File: config.mk
export PLATFORM = sky130hd
export DESIGN_NAME = cla_pipelined_adder
export DESIGN_NICKNAME = d
export VERILOG_FILES = /design/src/rtl/cla_pkg.sv /design/src/rtl/cla_group.sv /design/src/rtl/cla_pipelined_adder.sv
export SDC_FILE = /design/constraint.sdc
export NUM_CORES = 1
export LEC_CHECK = 0
export CAP_MARGIN = 20
export CORE_ASPECT_RATIO = 1.1
export CORE_MARGIN = 2
export CORE_UTILIZATION = 30
export CTS_BUF_LIST = sky130_fd_sc_hd__clkbuf_8
export DETAILED_ROUTE_END_ITERATION = 10
export GPL_TIMING_DRIVEN = 0
export PLACE_DENSITY = 0.55
export RECOVER_POWER = 50
export SLEW_MARGIN = 20
export SYNTH_ARGS = -nofsm -noshare
export SYNTH_HDL_FRONTEND = slang
export SYNTH_SLANG_ARGS = --single-unit
File: constraint.sdc
create_clock -name clk -period 2.1 [get_ports clk]
set_input_delay 0.525 -clock clk [delete_from_list [all_inputs] [get_ports clk]]
set_output_delay 0.525 -clock clk [all_outputs]
set_load 0.02 [all_outputs]
File: src/rtl/cla_pkg.sv
`default_nettype none
// ============================================================================
// cla_pkg: shared defaults and configuration helpers for the pipelined CLA adder
// Rev 1.0
// ============================================================================
package cla_pkg;

    localparam int DEF_WIDTH     = 16;
    localparam int DEF_CLA_WIDTH = 4;
    localparam int DEF_GPS       = 1;

    function automatic int cla_stages(input int width, input int cla_width, input int gps);
        return width / (cla_width * gps);
    endfunction

    function automatic bit cla_cfg_ok(input int width, input int cla_width, input int gps);
        return (width > 0) && (cla_width > 0) && (gps > 0) &&
               ((width % (cla_width * gps)) == 0);
    endfunction

endpackage
`default_nettype wire

File: src/rtl/cla_group.sv
`default_nettype none
// ============================================================================
// cla_group: combinational CLA_WIDTH-bit carry-lookahead adder with group P/G
// Rev 1.0
// ============================================================================
module cla_group
    import cla_pkg::*;
#(
    parameter int CLA_WIDTH = DEF_CLA_WIDTH
) (
    input  logic [CLA_WIDTH-1:0] a,
    input  logic [CLA_WIDTH-1:0] b,
    input  logic                 cin,
    output logic [CLA_WIDTH-1:0] s,
    output logic                 g,
    output logic                 p,
    output logic                 cout
);

    logic [CLA_WIDTH-1:0] pb;
    logic [CLA_WIDTH-1:0] gb;
    logic [CLA_WIDTH:0]   gen;
    logic [CLA_WIDTH:0]   pall;
    logic [CLA_WIDTH:0]   c;

    assign pb = a ^ b;
    assign gb = a & b;

    // gen[i]: carry into bit i assuming cin=0; pall[i]: bits 0..i-1 all propagate
    always_comb begin
        logic term;
        term    = 1'b0;
        gen     = '0;
        pall    = '0;
        pall[0] = 1'b1;
        for (int i = 1; i <= CLA_WIDTH; i++) begin
            pall[i] = pall[i-1] & pb[i-1];
            for (int j = 0; j < i; j++) begin
                term = gb[j];
                for (int m = j + 1; m < i; m++) begin
                    term = term & pb[m];
                end
                gen[i] = gen[i] | term;
            end
        end
    end

    assign c    = gen | (pall & {(CLA_WIDTH + 1){cin}});
    assign s    = pb ^ c[CLA_WIDTH-1:0];
    assign g    = gen[CLA_WIDTH];
    assign p    = pall[CLA_WIDTH];
    assign cout = c[CLA_WIDTH];

endmodule
`default_nettype wire

File: src/rtl/cla_pipelined_adder.sv
`default_nettype none
// ============================================================================
// cla_pipelined_adder: skewed, pipelined carry-lookahead adder with valid/ready
// Rev 1.0
// ============================================================================
module cla_pipelined_adder
    import cla_pkg::*;
#(
    parameter int WIDTH            = DEF_WIDTH,
    parameter int CLA_WIDTH        = DEF_CLA_WIDTH,
    parameter int GROUPS_PER_STAGE = DEF_GPS
) (
    input  logic             clk,
    input  logic             rst_n,
    input  logic             in_valid,
    output logic             in_ready,
    input  logic [WIDTH-1:0] a,
    input  logic [WIDTH-1:0] b,
    input  logic             c_in,
    output logic             out_valid,
    input  logic             out_ready,
    output logic [WIDTH-1:0] sum,
    output logic             c_out,
    output logic             overflow
);

    localparam int SW     = CLA_WIDTH * GROUPS_PER_STAGE;
    localparam int STAGES = cla_stages(WIDTH, CLA_WIDTH, GROUPS_PER_STAGE);

    if (!cla_cfg_ok(WIDTH, CLA_WIDTH, GROUPS_PER_STAGE)) begin : g_bad_cfg
        $fatal(1, "cla_pipelined_adder: WIDTH must be a multiple of CLA_WIDTH*GROUPS_PER_STAGE");
    end

    logic [STAGES-1:0] valid_q;
    logic [STAGES-1:0] carry_q;
    logic              ovf_q;
    logic [WIDTH-1:0]  sum_q [STAGES];
    logic [WIDTH-1:0]  a_q   [STAGES];
    logic [WIDTH-1:0]  b_q   [STAGES];

    logic [STAGES-1:0] vin;
    logic [STAGES-1:0] carry_d;
    logic              ovf_d;
    logic [WIDTH-1:0]  sum_d [STAGES];
    logic [WIDTH-1:0]  a_d   [STAGES];
    logic [WIDTH-1:0]  b_d   [STAGES];

    // adv[k]: stage k loads this cycle; adv[STAGES] is the consumer taking the result
    logic [STAGES:0]   adv;

    always_comb begin
        adv         = '0;
        adv[STAGES] = out_ready;
        for (int k = STAGES - 1; k >= 0; k--) begin
            adv[k] = ~valid_q[k] | adv[k+1];
        end
    end

    assign in_ready = rst_n & adv[0];

    for (genvar k = 0; k < STAGES; k++) begin : g_stage
        logic [WIDTH-1:0]            a_in;
        logic [WIDTH-1:0]            b_in;
        logic [WIDTH-1:0]            sum_in;
        logic                        cin_k;
        logic [SW-1:0]               sa;
        logic [SW-1:0]               sb;
        logic [SW-1:0]               ss;
        logic [GROUPS_PER_STAGE-1:0] gg;
        logic [GROUPS_PER_STAGE-1:0] gp;
        logic [GROUPS_PER_STAGE-1:0] grp_cout_unused;
        logic [GROUPS_PER_STAGE:0]   gc;

        if (k == 0) begin : g_head
            assign a_in   = a;
            assign b_in   = b;
            assign sum_in = '0;
            assign cin_k  = c_in;
            assign vin[k] = in_valid;
        end else begin : g_body
            assign a_in   = a_q[k-1];
            assign b_in   = b_q[k-1];
            assign sum_in = sum_q[k-1];
            assign cin_k  = carry_q[k-1];
            assign vin[k] = valid_q[k-1];
        end

        assign sa = a_in[k*SW +: SW];
        assign sb = b_in[k*SW +: SW];

        for (genvar j = 0; j < GROUPS_PER_STAGE; j++) begin : g_grp
            cla_group #(
                .CLA_WIDTH (CLA_WIDTH)
            ) u_grp (
                .a    (sa[j*CLA_WIDTH +: CLA_WIDTH]),
                .b    (sb[j*CLA_WIDTH +: CLA_WIDTH]),
                .cin  (gc[j]),
                .s    (ss[j*CLA_WIDTH +: CLA_WIDTH]),
                .g    (gg[j]),
                .p    (gp[j]),
                .cout (grp_cout_unused[j])
            );
        end

        // Second-level lookahead across the groups of this stage
        always_comb begin
            logic term;
            term = 1'b0;
            gc   = '0;
            for (int i = 0; i <= GROUPS_PER_STAGE; i++) begin
                term = cin_k;
                for (int j = 0; j < i; j++) begin
                    term = term & gp[j];
                end
                gc[i] = term;
                for (int j = 0; j < i; j++) begin
                    term = gg[j];
                    for (int m = j + 1; m < i; m++) begin
                        term = term & gp[m];
                    end
                    gc[i] = gc[i] | term;
                end
            end
        end

        // Sum bits above the completed slices are always zero, so OR merges the new slice
        assign carry_d[k] = gc[GROUPS_PER_STAGE];
        assign sum_d[k]   = sum_in | (WIDTH'(ss) << (k * SW));
        assign a_d[k]     = a_in;
        assign b_d[k]     = b_in;

        if (k == STAGES - 1) begin : g_tail
            assign ovf_d = (sa[SW-1] ^ sb[SW-1] ^ ss[SW-1]) ^ gc[GROUPS_PER_STAGE];
        end
    end

    always_ff @(posedge clk or negedge rst_n) begin
        if (!rst_n) begin
            valid_q <= '0;
            carry_q <= '0;
            ovf_q   <= 1'b0;
            for (int k = 0; k < STAGES; k++) begin
                sum_q[k] <= '0;
                a_q[k]   <= '0;
                b_q[k]   <= '0;
            end
        end else begin
            for (int k = 0; k < STAGES; k++) begin
                if (adv[k]) begin
                    valid_q[k] <= vin[k];
                    if (vin[k]) begin
                        carry_q[k] <= carry_d[k];
                        sum_q[k]   <= sum_d[k];
                        a_q[k]     <= a_d[k];
                        b_q[k]     <= b_d[k];
                    end
                end
            end
            if (adv[STAGES-1] && vin[STAGES-1]) begin
                ovf_q <= ovf_d;
            end
        end
    end

    assign out_valid = valid_q[STAGES-1];
    assign sum       = sum_q[STAGES-1];
    assign c_out     = carry_q[STAGES-1];
    assign overflow  = ovf_q;

endmodule
`default_nettype wire

==> results_dict.tcl <==
set metrics [dict create \
    path_class "in -> out" \
    row_count 45 \
    final_core_util_pct 37.80 \
    cts_buffer_depth 2 \
    fin_skew_ns 0.01174 \
    status "completed" \
    drt_iter0_drc 80 \
    synthTopCellsByArea "dfrtp_1, mux2_2, mux2_4" \
    synth_edf_count 0 \
    fin_nets 429 \
    n_fill_cell 1376 \
    cts_tree "built" \
    setup_ws_ns 0.05871 \
    io_buffer_count 56 \
    die_height_um 129.3 \
    path_max_fanout 3 \
    sw_frac_of_total_pct 31.82 \
    synth_top_area_share_pct 56.68 \
    synth_commonest_cells "dfrtp_1, mux2_2, mux2_4" \
    maxCapViolCount 0 \
    placed_cells 547 \
    cp.required_ns 1.57 \
    setup_viol 0 \
    routed_wl_um 7503 \
    ant_nets 0 \
    p_per_area_mw_per_mm2 1165 \
    antenna_found_initial 0 \
    vias_per_cell 4.353 \
    pwr-share-comb_pct 35.3 \
    ys_ff_latch 97 \
    fin_crit_sh_pct 97.20 \
    yosysMostFrequentCell "dfrtp_1" \
    grt_use_total_pct 10.53 \
    yosysSeqAreaShare_pct 56.68 \
    clockRootBuffer "clkbuf_8" \
    clk_pin_slew_ns 0.08 \
    syn_to_final_growth_pct 22.76 \
    p_switching_w 0.001949 \
    relSlewSlack_pct 29.35 \
    postSynth.asyncResetShare_pct 100.0 \
    start_util_pct 30.80 \
    grt_pass1_vias 2511 \
    finalHoldViolCount 0 \
    leakage_nw 2.328 \
    antenna_cells 0 \
    start_kind "primary input" \
    coreArea_mm2 0.01391 \
    synth_warnings 0 \
    htree_levels 3 \
    cts_inserted_buffers 9 \
    rsz0062_at_grt "no" \
    ys_types 29 \
    yosys_most_used_dff "dfrtp_1" \
    hold_path_class "reg -> reg" \
    dieArea_mm2 0.01525 \
    cts_sinks 97 \
    pre_cts_ws_ns -0.6544 \
    vias 2455 \
    critPathCaptureType "output port" \
    ios 57 \
    vdd_ir_drop_max_uv 334.7 \
    synth_nets 359 \
    synth_top_area_cell "dfrtp_1" \
    clockPowerShare_pct 18.2 \
    clock_latency_ns 0.36 \
    grt_overflow 0 \
    finalCriticalPeriod_ns 2.041 \
    worstPathArrival_ns 1.52 \
    fmax_ghz 0.4899 \
    p_int_w 0.004175 \
    first_pass_iters 4 \
    dp_hpwl_um 5412 \
    seqPwrFrac_pct 46.6 \
    drv_slew 0 \
    drive_above_1_share_pct 26.33 \
    fp.dieW_um 117.9 \
    worst_pin_slew_ns 1.060 \
    syn_area_per_cell_um2 14.18 \
    drt_drc_violations_left 0 \
    grt_pass1_wl_um 12430 \
    synthesis.instances 302 \
    routedWlPerCell_um 13.30 \
    stdcell_count 564 \
    gp_congestion 0.6871 \
    syn_area_mm2 0.004283 \
    grt_max_degree 79 \
]
## power by group through the flow
stage | combinational [W] | clock (W) | sequential [W]
4_1_cts | 0.00222 | 0.00117 | 0.00287
2_1_floorplan | 0.00131 | 0 | 0.00299
3_5_place_dp | 0.00220 | 0 | 0.00291
5_1_grt | 0.00240 | 0.00124 | 0.00295
6_report | 0.00216 | 0.00111 | 0.00285
3_3_place_gp | 0.00215 | 0 | 0.00289
## flip-flops by register name, summed over array words and instances, names as in the netlist
name            count
g_stage.a_in       24
g_stage.b_in       24
g_stage.sum_in     24
sum                16
carry_q             4
valid_q             4
overflow            1
## area by class of cell
class                   count  area [µm²]  share of cell area, %
clock buffers              11       151.4                  2.880
multi-input cells         182        1710                  32.53
clock inverters             4       28.78                 0.5474
flip-flops and latches     97        2429                  46.19
repair buffers             59       571.8                  10.88
well taps                 188       235.2                  4.474
inverters                  13       48.80                 0.9281
plain buffers              10       82.58                  1.571
## per-layer routing
layer,wire length [µm],share of wire (%),track usage (%),vias to the layer above
met3,262,3.5,2.465,12
met1,3375,45,13.14,1216
met5,0,0,0,-
met2,3695,49,17.27,38
met4,170,2.3,5.315,0
li1,-,-,-,1189
## per-stage QoR
step                      setup TNS [ns]  total power [W]  hold slack (ns)  instance area (µm²)
after floorplan                        0         0.004295           0.2294                 4283
after global placement           -312.55         0.005039           0.4588                 5079
after detailed placement          -6.755         0.005114           0.3904                 5107
after CTS                              0         0.006262           0.1704                 5305
after global routing                   0         0.006580           0.5194                 5258
final                                  0         0.006124           0.4795                 5258
## cells by family after synthesis
logic type | count (synthesis) | synth area share (%)
AO/OA/AOI/OAI | 45 | 6.544
XOR/XNOR | 11 | 2.249
adder cells (fa/ha/maj) | 20 | 6.544
buffers and inverters | 23 | 3.214
flip-flops | 97 | 56.68
multiplexers | 73 | 20.92
AND/OR/NAND/NOR | 33 | 3.857
## cell usage in the layout (no fill, tap or decap), types with 6 or more instances in the layout
cell,n
xor2_1,6
mux2_4,20
clkbuf_8,11
a21oi_1,7
inv_1,14
nand2_1,20
a211oi_1,9
ha_1,16
dfrtp_1,96
mux2_2,52
o21ai_0,19
clkdlybuf4s50_1,53
## timing repair
action / CTS / global route
hold buffers: 1 / 0
resized for setup: 8 / 0
setup endpoints to repair: 1 / 0
buffers inserted: 1 / 0
endpoints found under the hold margin: 19 / 0
## critical path, cell delays in order
cell and delay, ns:
dlygate4sd2_1 0.27, nand4b_4 0.17, or2_4 0.24, and2_1 0.16, buf_4 0.15
## final timing paths
path                       slack [ns]  depth (start not counted)                        endpoint                    from
min in group asynchronous        0.62                          2  g_stage[1].b_in[4]$_DFFE_PN0P_                   rst_n
min reg2reg                      0.48                          2             sum[15]$_DFFE_PN0P_     sum[15]$_DFFE_PN0P_
max                              0.06                          5                        in_ready               out_ready
max in group asynchronous        0.58                          2          valid_q[2]$_DFFE_PN0P_                   rst_n
max reg2reg                      0.23                          5  g_stage[1].a_in[9]$_DFFE_PN0P_  valid_q[3]$_DFFE_PN0P_
min                              0.48                          2             sum[15]$_DFFE_PN0P_     sum[15]$_DFFE_PN0P_
Note: power is estimated with default switching activity, not from simulation.
